--- config.mk ---
export PLATFORM = sky130hd
export DESIGN_NAME = output_max_finder
export DESIGN_NICKNAME = d
export VERILOG_FILES = /design/src/rtl/output_max_finder.sv
export SDC_FILE = /design/constraint.sdc
export NUM_CORES = 1
export LEC_CHECK = 0
export CAP_MARGIN = 20
export CORE_MARGIN = 2
export CORE_UTILIZATION = 55
export DETAILED_ROUTE_END_ITERATION = 7
export GPL_ROUTABILITY_DRIVEN = 1
export PLACE_DENSITY = 0.91
export REMOVE_ABC_BUFFERS = 1
export SLEW_MARGIN = 20
export SYNTH_ARGS = -nofsm -noshare
export SYNTH_HDL_FRONTEND = slang
export SYNTH_SLANG_ARGS = --single-unit
--- constraint.sdc ---
create_clock -name clk -period 8.06 [get_ports clk]
set_input_delay 0.806 -clock clk [delete_from_list [all_inputs] [get_ports clk]]
set_output_delay 0.806 -clock clk [all_outputs]
set_load 0.01 [all_outputs]
--- src/rtl/output_max_finder.sv ---
// ---------------------------------------------------------------------------
// output_max_finder
//
// Classification stage behind the final neuron layer. Each neuron output is
// captured into its own slot when that neuron's valid bit is high. Slots may
// fill on different cycles. Once every slot holds data, the block scans the
// slots one per clock and reports the index and value of the largest signed
// output as a single-cycle result pulse.
//
// Handshake: valid_in[k] is a fire-and-forget strobe with no ready. A strobe
// seen in IDLE is always accepted. A strobe seen while busy is dropped and sets
// the sticky overrun flag. valid_out is a one-cycle pulse with no
// backpressure. max_index and max_value are valid while it is high and keep
// their values until the next result.
//
// Ports:
//   clk        rising-edge clock
//   rst        asynchronous active-low reset
//   neuron_in  concatenated outputs; neuron k at [k*data_width +: data_width]
//   valid_in   per-neuron valid strobes
//   max_index  index of the winning neuron
//   max_value  value of the winning neuron (signed)
//   valid_out  one-cycle result pulse
//   busy       high while scanning
//   overrun    sticky, set when a valid_in bit arrives during a scan
// ---------------------------------------------------------------------------
module output_max_finder #(
   parameter int num_inputs  = 10,
   parameter int data_width  = 16,
   parameter int index_width = 4
) (
   input  logic                             clk,
   input  logic                             rst,
   input  logic [num_inputs*data_width-1:0] neuron_in,
   input  logic [num_inputs-1:0]            valid_in,
   output logic [index_width-1:0]           max_index,
   output logic [data_width-1:0]            max_value,
   output logic                             valid_out,
   output logic                             busy,
   output logic                             overrun
);

   typedef enum logic {IDLE, SCAN} state_t;

   localparam logic [index_width-1:0] last_idx = index_width'(num_inputs - 1);

   state_t                 state;
   logic [data_width-1:0]  slot_q [num_inputs];
   logic [num_inputs-1:0]  pend;
   logic [index_width-1:0] scan_idx;
   logic [index_width-1:0] best_idx;
   logic [data_width-1:0]  best_val;

   logic                   all_held;
   logic [data_width-1:0]  cand;
   logic                   take;
   logic [data_width-1:0]  next_val;
   logic [index_width-1:0] next_idx;

   // The set is complete when every slot is either already held or arriving
   // on this edge.
   assign all_held = &(pend | valid_in);

   // Running-maximum step. The first element always seeds the best value.
   // A strict greater-than keeps the lower index on ties.
   always_comb begin
      cand     = slot_q[scan_idx];
      take     = (scan_idx == '0) || ($signed(cand) > $signed(best_val));
      next_val = take ? cand : best_val;
      next_idx = take ? scan_idx : best_idx;
   end

   // The slot storage has no reset because its contents do not matter until
   // pend says a slot has been written. Writes happen only in IDLE, so the
   // slots stay stable while a scan reads them.
   always_ff @(posedge clk) begin
      if (state == IDLE) begin
         for (int k = 0; k < num_inputs; k++) begin
            if (valid_in[k]) begin
               slot_q[k] <= neuron_in[k*data_width +: data_width];
            end
         end
      end
   end

   always_ff @(posedge clk or negedge rst) begin
      if (!rst) begin
         state     <= IDLE;
         pend      <= '0;
         scan_idx  <= '0;
         best_idx  <= '0;
         best_val  <= '0;
         max_index <= '0;
         max_value <= '0;
         valid_out <= 1'b0;
         busy      <= 1'b0;
         overrun   <= 1'b0;
      end else begin
         valid_out <= 1'b0;
         case (state)
            IDLE: begin
               if (all_held) begin
                  pend     <= '0;
                  scan_idx <= '0;
                  busy     <= 1'b1;
                  state    <= SCAN;
               end else begin
                  pend <= pend | valid_in;
               end
            end
            SCAN: begin
               if (|valid_in) begin
                  overrun <= 1'b1;
               end
               best_val <= next_val;
               best_idx <= next_idx;
               scan_idx <= scan_idx + 1'b1;
               if (scan_idx == last_idx) begin
                  max_index <= next_idx;
                  max_value <= next_val;
                  valid_out <= 1'b1;
                  busy      <= 1'b0;
                  state     <= IDLE;
               end
            end
            default: state <= IDLE;
         endcase
      end
   end

endmodule
Yosys cells after proc, flatten, opt, wreduce, memory -nomap -nowiden
Memories as Yosys holds them, arrays and structs flattened.
Index checks and enable logic that the tools add are counted.
{"block": "totals", "inputBits": 172, "out_inout_bits": 23, "elab_cells": 68, "mem_count": 1, "mem_bits_rw": 160, "regBits": 58}
{"memory": "slot_q", "words": 10, "word_bits": 16, "rd": 1, "rd_clocked_by_memory_dff": 0, "write_ports": 10, "line": "48", "rtl": "logic [data_width-1:0] slot_q [num_inputs];"}
{"block": "classes", "muxes": 43, "add_sub_neg": 1, "eq_ne": 3, "n_bitwise": 2, "n_reduce_logical": 7, "magnitude_cmp": 1}
{"cell": "$mux 1", "count": 36}
{"cell": "$gt 16x16->1", "count": 1}
{"cell": "$mux 16", "count": 1}
{"cell": "$mux 10", "count": 1}
{"cell": "$or 10x10->10", "count": 1}
{"cell": "$reduce_and 10->1", "count": 1}
{"cell": "$reduce_or 10->1", "count": 1}
{"cell": "$mux 4", "count": 2}
{"cell": "$pmux 4 s2", "count": 1}
{"cell": "$reduce_and 2->1", "count": 3}
{"cell": "$add 4x1->4 const B", "count": 1}
{"cell": "$eq 4x4->1 const B", "count": 1}
{"cell": "$logic_not 4->1", "count": 1}
{"cell": "$pmux 1 s2", "count": 2}
{"cell": "$ne 2x1->1 const B", "count": 1}
{"cell": "$ne 2x2->1 const B", "count": 1}
{"cell": "$logic_or 1x1->1", "count": 1}
{"cell": "$not 1->1", "count": 1}

Depth between registers and ports, before layout
{"block": "logic_depth", "word_depth": 4, "depth_mapped": 16, "depth_no_buf": 12}

Worst setup path after synthesis
OpenSTA, ideal clock, no wires.
{"block": "synth_path", "kind": "flip-flop to flip-flop", "startpoint": "register scan_idx[0]", "endpoint": "register best_val[0]", "slack_ns": 4.343, "t_arrival_ns": 3.592, "path_stages_with_launch": 15, "path_buffers": 3, "synth_period_minus_slack_ns": 3.717, "required_ns": 7.935, "setup_ns": 0.125, "cell_sequence": "dfrtp_1 buf_2 buf_6 mux4_2 nor2b_1 a211oi_1 a21oi_1 ha_1 nand4_4 o21bai_1 a2111oi_2 o31ai_4 o21ai_4 buf_6 mux2_4"}
{"block": "synth_between", "elab_chain_cells": 4, "elab_cells_between_ends": 5, "classes_between": "order compare: 1; mux: 1; reduce/logical: 2; memory: 1"}
{"item": "from (decl)", "line": "50", "rtl": "logic [index_width-1:0] scan_idx;"}
{"item": "from (signal assigned)", "line": "117", "rtl": "scan_idx <= scan_idx + 1'b1;"}
{"item": "$mem_v2 10x16"}
{"item": "$gt 16x16->1", "line": "68", "rtl": "take = (scan_idx == '0) || ($signed(cand) > $signed(best_val));"}
{"item": "$logic_or 1x1->1", "line": "68"}
{"item": "$mux 16 *", "line": "69", "rtl": "next_val = take ? cand : best_val;"}
{"item": "to (signal assigned)", "line": "115", "rtl": "best_val <= next_val;"}
{"item": "to (decl)", "line": "52", "rtl": "logic [data_width-1:0] best_val;"}
Mark *: on every way between the ends. The rest lies on a longest branch, timed or not.
A chain may end at the register's enable or synchronous reset.

Final worst setup path
{"block": "layout_path", "startpoint": "register scan_idx[0]", "endpoint": "register best_val[7]"}
The elaborated chain is that of the path after synthesis.

==> metrics.md <==
| Metric | Value |
|---|---|
| Bufs on Longest Clock Path | `3` |
| Worst stage delay on the critical path | `about 1100 ps` |
| Final setup viols | `0` |
| Fin. Hold Viols | `0` |
| RSZ-0062 raised after global routing | `no` |
| # placed instances | `around 950` |
| Routed length per instance | `around 23 um` |
| Hold/Removal Path Class | `input pin to async pin` |
| Cell area after layout | `roughly 12000 um^2` |
| Synth async-reset ratio | `a little over a quarter` |
| Synth Instances | `568` |
| Slew Viols, Final | `0` |
| Area share of the largest cell type after synthesis | `between 50% and 60%` |
| Rows | `47` |
| WS Path Type | `flip-flop to flip-flop` |
| Primary FF master, synth | `edfxtp_1` |
| Crit share post-route | `around three fifths` |
| Final clock skew | `12.2 ps` |
| N_diodes | `0` |
| Worst Tran Pin Value | `between 1000 and 1500 ps` |
| Initial antenna violation count | `0` |
| CP Capture Type | `flip-flop` |
| Worst EP required | `~8400 ps` |
| Post-synthesis sequential area ratio | `about two thirds` |
| Critical path's slowest cell | `dfrtp_4` |
| Routed WL | `23.2 mm` |
| Clock sink count | `218` |
| Status | `finished, final reports clean` |
| Slew margin rel. | `between 20% and 30%` |
| Total die area | `about 18000 um^2` |
| LEAKAGE | `between 4 and 5 nW` |
| Worst EP arrival | `a little over 5000 ps` |
| HPWL Detailed | `between 15 and 20 mm` |
| Cell area after synthesis | `between 9000 and 10000 um^2` |
| First-pass GRT wire length | `35.7 mm` |
| Synth area leaders | `edfxtp_1 52%, dfrtp_1 16%, mux4_2 7.8%` |
| Final antenna-violating net count | `0` |
| CTS resizes | `0` |
| CP cell instances | `mux4_2, nor2b_1, a211oi_1, a21oi_1, ha_1, nand4_4, nor4_4, and4_1, o31ai_4, o21ai_4, mux2_4` |
| GR Util All Layers | `about a quarter` |
| Initial Util | `55.9%` |
| Post-route insts no fill | `approximately 1000` |
| Most frequent cells after synthesis | `160 x edfxtp_1, 58 x dfrtp_1, 40 x a21oi_1` |
| Top-count cell post-synth | `edfxtp_1` |
| CP top delay family | `compound AO/OA/AOI/OAI gates` |
| H-tree Lvls | `1` |
| # nets final | `between 900 and 1000` |
| Via density per instance | `5.87` |
| Worst skew pair latency | `roughly 500 ps` |
| Largest net degree at the start of global routing | `between 50 and 60` |
| Port Buffers | `194` |
| Register bit total from synthesis | `approximately 220` |
| Layout cell share with drive strength beyond 1 | `approximately 14%` |
| Min Tclk post-route | `4800 ps` |
| Max Clk Rate | `around 210 MHz` |
| VDD IR max | `271 uV` |
| Core box area | `around 17000 um^2` |
| CTS Buf Count | `22` |
| Worst hold slack | `between 400 and 500 ps` |
| Mean Syn Cell Area | `roughly 16 um^2` |
| YS warnings | `0` |
| PD cells | `between 300 and 400 nW/um^2` |
| Area added between synthesis and finish | `30.8%` |
| Setup Total Neg Slack | `0 ps` |
| Crit path launch type | `flip-flop` |
| Distinct cells, synth | `between 40 and 50` |
| Via Count | `5840` |
| Drt pass-1 iters | `5` |
| Root Driver | `clkbuf_16` |
| Number of synthesized flops with an enable pin | `160` |
| Maxcap violations | `0` |
| DP Area | `11300 um^2` |
| Biggest fanout along the worst timing path | `between 50 and 60` |
| I/O Pins | `195` |
| Vias in the first global route | `about 6400` |
| Clk slew on worst S/H paths | `~60 ps` |
| Residual DRC count | `0` |
| Die H | `134 um` |
| PnR Total Power | `between 4 and 5 mW` |
| DRT iter0 DRCs | `approximately 600` |
| Die W | `134 um` |
| Buf/Inv on CP | `0` |
| GPL Wtd Cong | `0.907` |
| Dominant cell type by area after synthesis | `edfxtp_1` |
| Total grt overflow | `0` |
| Post-CTS repair timing setup buffer count | `0` |
| Hold Buf Count CTS | `0` |
| CTS tree | `done` |
-- per-layer routing --
| metal | global-route usage (%) | part of all wire (%) |
|---|---|---|
| met1 | 34.1 | 38 |
| met2 | 46.8 | 52 |
| met3 | 4.45 | 7.7 |
| met4 | 8.81 | 2.6 |
| met5 | 0 | 0 |
-- area by class of cell --
| type | instances | area, um^2 |
|---|---|---|
| clock inverters | 12 | 103 |
| fillers | 930 | 4440 |
| repair buffers | 200 | 1990 |
| inverters | 20 | 75.1 |
| flip-flops and latches | 218 | 6260 |
| well taps | 220 | 275 |
| clock buffers | 28 | 604 |
| multi-input cells | 297 | 2780 |
-- layout by cell type, fill, tap and decap left out, drive strengths merged, types with 2 or more instances in the layout --
| cell | instances |
|---|---|
| o21a | 10 |
| o31ai | 3 |
| buf | 7 |
| clkbuf | 28 |
| nor2b | 28 |
| a41oi | 2 |
| nor2 | 22 |
| nand2 | 12 |
| inv | 20 |
| o22ai | 5 |
| o31a | 16 |
| a21o | 3 |
| nor4 | 4 |
| mux2 | 20 |
| mux4 | 32 |
| bufinv | 2 |
| ha | 19 |
| nor3 | 4 |
| edfxtp | 160 |
| nand3 | 3 |
| clkinv | 10 |
| a211oi | 16 |
| nand4 | 5 |
| mux2i | 17 |
| clkdlybuf4s50 | 193 |
| o21ai | 24 |
| dfrtp | 58 |
| a21oi | 40 |
-- power by group --
part / switching [mW] / total [mW] / leakage [nW] / internal, mW
Clock: 0.415 / 1.01 / 0.349 / 0.592
Combinational: 1.06 / 2.07 / 1.91 / 1.01
Sequential: 0.261 / 1.73 / 2.12 / 1.47
Total: 1.74 / 4.81 / 4.38 / 3.07
-- state kept, by name (all words and copies together) (netlist names), 4 cells and up --
| signal | count |
|---|---|
| best_idx | 4 |
| best_val | 16 |
| max_index | 4 |
| max_value | 16 |
| pend | 10 |
| scan_idx | 4 |
| slot_q | 160 |
-- cell families after synthesis --
kind of cell               count (synthesis)  synth area share (%)
buffers and inverters                     53                  2.73
muxes                                     69                  12.8
AOI/OAI and AO/OA                        125                  9.02
and+or+nand+nor                           84                  5.13
DFF                                      218                  67.7
adders and majority gates                 19                  2.57
-- worst register-to-register path: cells and delay by family, from the launching register on --
family                   cells  cell delay [ps]
adder cells (fa/ha/maj)      1              390
AND/OR/NAND/NOR              4              950
multiplexers                 2             1000
AO/OA/AOI/OAI                4             1250
flip-flops                   1             1100
-- stage by stage --
step / worst slack, ps / utilization (%)
after detailed placement: 3280 / 68.7
final: 3260 / 73.2
after CTS: 3220 / 73.0
after global routing: 2980 / 73.2
after floorplan: 2260 / -
after global placement: 3300 / 68.6
-- worst paths after layout --
path,startpoint,endpoint,slack [ps],cells past startpoint
setup / recovery,scan_idx[0],best_val[7],3260,11
hold / removal,rst,max_value[13],450,2
setup reg to reg,scan_idx[0],best_val[7],3260,11
hold reg to reg,overrun,overrun,490,1
max in group asynchronous,rst,scan_idx[0],7010,2
min in group clk,overrun,overrun,490,1
No activity file was read; power rests on OpenSTA's default activity.
